## src/rtl/demux_pkg.sv

```systemverilog
// rtl/demux_pkg.sv - shared sizes and state type for the 1-to-512 bit scatter block
package demux_pkg;

  localparam int N_SLOTS = 512;
  localparam int SEL_W   = 9;
  localparam int CNT_W   = SEL_W + 1;

  // Count value at which the frame is complete.
  localparam logic [CNT_W-1:0] FULL_COUNT = CNT_W'(N_SLOTS);

  typedef enum logic {
    FILL = 1'b0,
    HOLD = 1'b1
  } scatter_state_t;

endpackage

```

## src/rtl/dec_onehot.sv

```systemverilog
// rtl/dec_onehot.sv - enable-gated index to one-hot strobe decoder, mirror of the bit-select mux
module dec_onehot
  import demux_pkg::*;
(
  input  logic [SEL_W-1:0]   i_idx,
  input  logic               i_en,
  output logic [N_SLOTS-1:0] o_strobe
);

  // Exactly one strobe high when enabled, none otherwise.
  always_comb begin
    o_strobe = '0;
    if (i_en) begin
      o_strobe[i_idx] = 1'b1;
    end
  end

endmodule

```

## src/rtl/demux512_scatter.sv

```systemverilog
// rtl/demux512_scatter.sv - registered 1-to-512 bit demultiplexer assembling a frame from (slot, bit) beats
module demux512_scatter
  import demux_pkg::*;
(
  input  logic               clk,
  input  logic               rst_n,
  input  logic               i_in_valid,
  output logic               o_in_ready,
  input  logic [SEL_W-1:0]   i_in_sel,
  input  logic               i_in_bit,
  input  logic               i_in_last,
  output logic               o_out_valid,
  input  logic               i_out_ready,
  output logic [N_SLOTS-1:0] o_out_bits,
  output logic [N_SLOTS-1:0] o_out_written,
  output logic [CNT_W-1:0]   o_out_count
);

  scatter_state_t     r_state;
  logic [N_SLOTS-1:0] r_bits;
  logic [N_SLOTS-1:0] r_written;
  logic [CNT_W-1:0]   r_count;

  logic               w_accept;
  logic [N_SLOTS-1:0] w_strobe;
  logic               w_prev_written;
  logic [CNT_W-1:0]   w_count_next;
  logic               w_close;

  // Handshake flags come straight from the state register so neither depends on an input.
  assign o_in_ready  = (r_state == FILL);
  assign o_out_valid = (r_state == HOLD);

  assign w_accept = i_in_valid & (r_state == FILL);

  // Pre-write written flag of the addressed slot decides whether the slot is new this frame.
  assign w_prev_written = r_written[i_in_sel];
  assign w_count_next   = r_count + {{(CNT_W-1){1'b0}}, ~w_prev_written};
  assign w_close        = i_in_last | (w_count_next == FULL_COUNT);

  dec_onehot u_dec (
    .i_idx    (i_in_sel),
    .i_en     (w_accept),
    .o_strobe (w_strobe)
  );

  // Frame state machine: fill slots from beats, then hold the frame until it is taken.
  always_ff @(posedge clk or negedge rst_n) begin
    if (!rst_n) begin
      r_state   <= FILL;
      r_bits    <= '0;
      r_written <= '0;
      r_count   <= '0;
    end else begin
      case (r_state)
        FILL: begin
          if (w_accept) begin
            r_bits    <= (r_bits & ~w_strobe) | (w_strobe & {N_SLOTS{i_in_bit}});
            r_written <= r_written | w_strobe;
            r_count   <= w_count_next;
            if (w_close) begin
              r_state <= HOLD;
            end
          end
        end
        HOLD: begin
          if (i_out_ready) begin
            r_bits    <= '0;
            r_written <= '0;
            r_count   <= '0;
            r_state   <= FILL;
          end
        end
        default: begin
          r_state <= FILL;
        end
      endcase
    end
  end

  assign o_out_bits    = r_bits;
  assign o_out_written = r_written;
  assign o_out_count   = r_count;

endmodule

```

## config.mk

```make
export PLATFORM = sky130hd
export DESIGN_NAME = demux512_scatter
export DESIGN_NICKNAME = d
export VERILOG_FILES = /design/src/rtl/demux_pkg.sv /design/src/rtl/dec_onehot.sv /design/src/rtl/demux512_scatter.sv
export SDC_FILE = /design/constraint.sdc
export NUM_CORES = 2
export LEC_CHECK = 0
export ABC_AREA = 0
export CELL_PAD_IN_SITES_DETAIL_PLACEMENT = 1
export CELL_PAD_IN_SITES_GLOBAL_PLACEMENT = 1
export CORE_AREA = 2 2 411 413
export CTS_BUF_LIST = sky130_fd_sc_hd__clkbuf_8
export DETAILED_ROUTE_END_ITERATION = 8
export DIE_AREA = 0 0 413 415
export GPL_TIMING_DRIVEN = 0
export PLACE_DENSITY_LB_ADDON = 0.1
export SYNTH_ARGS = -nofsm -noshare
export SYNTH_HDL_FRONTEND = slang
export SYNTH_HIERARCHICAL = 1
export SYNTH_SLANG_ARGS = --single-unit
export TNS_END_PERCENT = 100
```

## constraint.sdc

```tcl
create_clock -name clk -period 4.3 [get_ports clk]
set_input_delay 0.86 -clock clk [delete_from_list [all_inputs] [get_ports clk]]
set_output_delay 0.86 -clock clk [all_outputs]
set_load 0.02 [all_outputs]
```

# Word-level counts from Yosys, hierarchy flattened
# Index checks and enable logic that the tools add are counted.
[word_totals]
ff_bits = 1035
word_cells = 38
[classes]
add_sub_neg = 1
magnitude_cmp = 2
n_eq_ne = 3
n_mux = 17
n_bitwise = 9
reduce_logical = 2
[op_table]
columns = ["operator", "count"]
rows = [
  ["$mux W512", 4],
  ["$pmux W512 S2", 2],
  ["$and A512 B512 Y512", 2],
  ["$or A512 B512 Y512", 2],
  ["$not A512 Y512", 1],
  ["$mux W10", 2],
  ["$pmux W10 S2", 1],
  ["$add A10 B1 Y10", 1],
  ["$eq A10 B10 Y1 const B", 1],
  ["$lt A9 B10 Y1 const B", 1],
  ["$bmux W1 S9", 1],
  ["$demux W1 S9", 1],
  ["$ge A9 B1 Y1 const B", 1],
  ["$mux W1", 5],
  ["$ne A2 B1 Y1 const B", 1],
  ["$ne A2 B2 Y1 const B", 1],
  ["$not A1 Y1", 2],
  ["$pmux W1 S2", 1],
  ["$reduce_and A2 Y1", 1],
  ["$and A1 B1 Y1", 1],
  ["$logic_and A1 B1 Y1", 1],
  ["$or A1 B1 Y1", 1],
]

# Depth between registers and ports, before layout
[depth]
depth_word = 10
mapped_depth = 20
mapped_depth_nobuf = 15

# Cells and area by module
# Netlist, hierarchy kept.
[by_module_without_submodules]
columns = ["module", "n_inst", "cells_each", "area_per_inst_um2"]
rows = [
  ["demux512_scatter", 1, 4903, 44737.9],
  ["dec_onehot", 1, 755, 4588.2],
]

# Worst setup path after synthesis
# Ideal clock, no wire load.
[synth_timing]
path_kind = "input to register"
from = "in i_in_sel[1]"
to = "reg r_state (netlist: o_out_valid)"
setup_time_ns = 0.084
arrival_ns = 4.005
path_slack_ns = 0.211
cell_stages = 17
cell_sequence = "buf_4 buf_2 buf_1 mux4_2 a21oi_1 nor4_1 nor4_1 a211oi_1 nor4_1 ha_1 ha_1 and3_1 and3_1 o211ai_1 o41ai_1 a41oi_1 o22ai_1"
[synth_via]
elab_chain_cells = 9
[synth_lines]
columns = ["item", "line", "text"]
rows = [
  ["from (decl)", "demux512_scatter.sv:9", "input logic [SEL_W-1:0] i_in_sel,"],
  ["$bmux W1 S9", "demux512_scatter.sv:37", "assign w_prev_written = r_written[i_in_sel];"],
  ["$mux W1 (not written as such)", "demux512_scatter.sv:37", ""],
  ["$not A1 Y1", "demux512_scatter.sv:38", "assign w_count_next = r_count + {{(CNT_W-1){1'b0}}, ~w_prev_written};"],
  ["$add A10 B1 Y10", "demux512_scatter.sv:38", ""],
  ["$eq A10 B10 Y1", "demux512_scatter.sv:39", "assign w_close = i_in_last | (w_count_next == FULL_COUNT);"],
  ["$or A1 B1 Y1", "demux512_scatter.sv:39", ""],
  ["$mux W1", "demux512_scatter.sv:61", "if (w_close) begin"],
  ["$mux W1", "demux512_scatter.sv:57", "if (w_accept) begin"],
  ["$pmux W1 S2", "demux512_scatter.sv:55", "case (r_state)"],
  ["to (signal assigned)", "demux512_scatter.sv:50", "r_state <= FILL;"],
  ["to (signal assigned)", "demux512_scatter.sv:62", "r_state <= HOLD;"],
  ["to (signal assigned)", "demux512_scatter.sv:71", "r_state <= FILL;"],
  ["to (decl)", "demux512_scatter.sv:19", "scatter_state_t r_state;"],
]
# Every way passes these cells. The select of a mux whose other input is x is not followed.
# A chain may end at the register's enable or synchronous reset.

# Worst setup path after layout
# Ends and elaborated chain as after synthesis.

==> results.json <==
{
  "power_uw": 23200,
  "synth_cell_types": 53,
  "cts_buffer_depth": 3,
  "dieArea_um2": 171000,
  "cts_root_buffer": "clkbuf_8",
  "fin_nets": 7043,
  "drc": 0,
  "final_util_pct": 42.1,
  "final_antenna_net_count": 0,
  "end_kind": "register",
  "initial_core_util_pct": 29.6,
  "max_slew.worst_pin.slew_ns": 1.79,
  "area_growth_pct": 42.3,
  "rsz0062_at_grt": "true",
  "max_freq_mhz": 218,
  "synthCells": 5658,
  "hold_violations": 0,
  "whs_ns": 0.396,
  "p_leak_uw": 0.0315,
  "wl_per_cell_um": 41.7,
  "grt_pass1_vias": 56373,
  "drv_slew": 407,
  "drtIter0Drc": 8046,
  "crit_path_cell_trace": "dlygate4sd2_1 -> buf_12 -> nand2b_1 -> clkbuf_4 -> o221ai_1 -> o22ai_1 -> nor2_2 -> o221ai_1 -> a221oi_4 -> nor4_4 -> buf_4 -> ha_1 -> ha_2 -> and3_2 -> and3_2 -> o211ai_1 -> o41ai_2 -> a41oi_1 -> o22ai_1",
  "die_height_um": 415,
  "cts_num_sinks": 1035,
  "slew_headroom_pct": -19.6,
  "fin_crit_sh_pct": 107,
  "drive_gt1_share_pct": 13.0,
  "cp_data_required_time_ns": 5.16,
  "place_congestion": 1.01,
  "routed_via_density": 6.19,
  "violations": "capacitance limit, slew limit, setup timing",
  "grt_overflow": 0,
  "coreArea_um2": 167000,
  "setup_tns_ns": -0.702,
  "grt_pass1_wl_um": 514000,
  "syn_area_um2": 49300,
  "slowest_delay_ns": 0.49,
  "drt_pass1_iterations": 9,
  "ys.flop_type": "dfrtp_1",
  "r2r-start": "o_out_valid",
  "die_x_um": 413,
  "cts-buffers-inserted": 193,
  "io_buffer_count": 1049,
  "yosysWarnings": 6,
  "ys_async_sr_fraction_pct": 100,
  "wirelength_um": 392000,
  "fin_skew_ns": 0.0429,
  "synth_area_per_cell_um2": 8.72,
  "reg2reg_slack_ns": -0.08,
  "r2r_end": "o_out_bits[185]",
  "hp-class": "primary input to asynchronous set/reset pin",
  "worstPathMaxFanout": 10,
  "max-cap-violations": 40,
  "ir_drop_uv": 378,
  "ios": 1051,
  "setup_viol": 14,
  "yosysSeqAreaShare_pct": 52.5,
  "synth_nets": 5676,
  "status": "finished, violations left",
  "synth_seq_cells": 1035,
  "p_per_area_nw_per_um2": 330,
  "num_vias": 58131,
  "critPathKind": "primary input to register",
  "post-route-min-period_ns": 4.59,
  "synth_edf_count": 0,
  "grt_max_degree": 160,
  "hpwl_um": 286000,
  "cp_data_arrival_time_ns": 5.44,
  "grt_antenna_before_repair": 35,
  "rows": 150,
  "r2r_cells": 12,
  "insertion_delay_ns": 1.04,
  "start_kind": "primary input",
  "htreeDepth": 4,
  "fin_ws_ns": -0.287,
  "path_clk_slew_ns": 0.06,
  "pre_cts_slack_ns": -4.13,
  "cts_tree": "built",
  "grt_usage_pct": 44.5,
  "fillers": 19284,
  "crit_slowest_cell": "a221oi_4"
}
[flip-flops by register name, indices dropped and copies added (netlist names)]
register / count
o_out_written: 512
o_out_count: 10
o_out_bits: 512
o_out_valid: 1
[cell type report]
class	instances	area, µm²	share of cell area [%]
flip-flops and latches	1035	25900	36.9
multi-input cells	4044	22800	32.5
repair buffers	1173	11800	16.7
clock buffers	245	3370	4.80
plain buffers	571	2960	4.21
well taps	2204	2760	3.93
clock inverters	98	547	0.779
diodes	21	52.6	0.0749
inverters	7	41.3	0.0588
[placed cells by master, fill, tap and decap left out, types with 8 or more instances in the layout]
| master | n |
|---|---|
| o221ai_1 | 52 |
| buf_1 | 21 |
| nor4_4 | 30 |
| inv_1 | 77 |
| clkbuf_8 | 248 |
| mux4_2 | 72 |
| nor4_1 | 269 |
| o211ai_1 | 8 |
| buf_2 | 39 |
| a21oi_2 | 8 |
| buf_16 | 18 |
| a21oi_1 | 258 |
| buf_12 | 16 |
| clkdlybuf4s50_1 | 1043 |
| nand2_1 | 1878 |
| diode_2 | 21 |
| clkbuf_4 | 12 |
| mux2i_1 | 109 |
| o22ai_1 | 22 |
| clkbuf_2 | 58 |
| dfrtp_1 | 1035 |
| clkbuf_1 | 391 |
| nor2_1 | 113 |
| nor4_2 | 220 |
| o21ai_0 | 17 |
| buf_4 | 105 |
| buf_6 | 19 |
| buf_8 | 11 |
| nand3_1 | 896 |
| clkinv_2 | 11 |
[Yosys cell counts, drive strengths merged (3+ instances only)]
| master | n | share of area [%] |
|---|---|---|
| nand2 | 1878 | 14 |
| dfrtp | 1035 | 53 |
| nand3 | 896 | 9.1 |
| nor4 | 519 | 7.2 |
| clkbuf | 471 | 3.6 |
| a21oi | 267 | 2.7 |
| nor2 | 122 | 0.93 |
| mux2i | 116 | 2.4 |
| buf | 101 | 1.3 |
| mux4 | 72 | 3.3 |
| o221ai | 58 | 1.0 |
| o22ai | 27 | 0.34 |
| o21ai | 21 | 0.21 |
| o211ai | 9 | 0.15 |
| inv | 6 | 0.046 |
| nand3b | 6 | 0.091 |
| nand2b | 5 | 0.063 |
| nor3 | 5 | 0.051 |
| and3 | 4 | 0.051 |
| or3b | 4 | 0.071 |
| a22o | 3 | 0.053 |
| and2 | 3 | 0.038 |
| ha | 3 | 0.076 |
| o31ai | 3 | 0.046 |
[layer usage]
metal / routed length, µm / global-route usage (%) / vias up
met5: 712 / 1.22 / -
met4: 33900 / 30.4 / 30
met3: 50800 / 19.8 / 1422
met2: 163000 / 64.0 / 4465
met1: 143000 / 53.0 / 29795
li1: - / - / 22419
[report_power, final]
| part | internal, µW | switching (µW) |
|---|---|---|
| clock network | 5320 | 4840 |
| registers | 9770 | 48.1 |
| logic | 499 | 2680 |
| total | 15600 | 7570 |
[stage by stage]
step	cell area (µm²)	std cells
3_3_place_gp	62600	8911
2_1_floorplan	49300	5658
6_report	70200	9398
3_5_place_dp	62900	8921
4_1_cts	68800	9333
5_1_grt	70200	9386
[worst max-delay path by stage]
stage / endpoint / start / slack, ns / cells past startpoint
global placement: o_out_written[42] / rst_n / -49.30 / 1
finish: o_out_valid / i_in_sel[1] / -0.29 / 19
floorplan: o_out_valid / i_in_sel[1] / 0.21 / 17
detailed placement: o_out_valid / i_in_sel[4] / -4.13 / 19
global route: o_out_valid / i_in_sel[0] / -0.26 / 21
CTS: o_out_valid / i_in_sel[0] / -0.22 / 22
[cells by family after synthesis]
logic type	share of synthesized area (%)
AND/OR/NAND/NOR	32.0
multiplexers	5.64
XOR/XNOR	0.0533
adder cells (fa/ha/maj)	0.0761
buffers and inverters	4.97
AO/OA/AOI/OAI	4.78
flip-flops	52.5
[timing repair]
action / CTS / global route
setup buffers: 69 / 38
cloned: 0 / 1
gates resized for setup: 298 / 179
pin swaps: 86 / 32
hold buffers: 1 / 0
endpoints found under the setup margin: 1035 / 212
hold endpoints to repair: 59 / 0
[critical path: cells and delay by family]
kind	cells	cell delay, ns
AOI/OAI and AO/OA	8	1.89
and+or+nand+nor	5	1.11
buffers and inverters	4	1.10
adders and majority gates	2	0.43
Note: power is estimated with default switching activity, not from simulation.
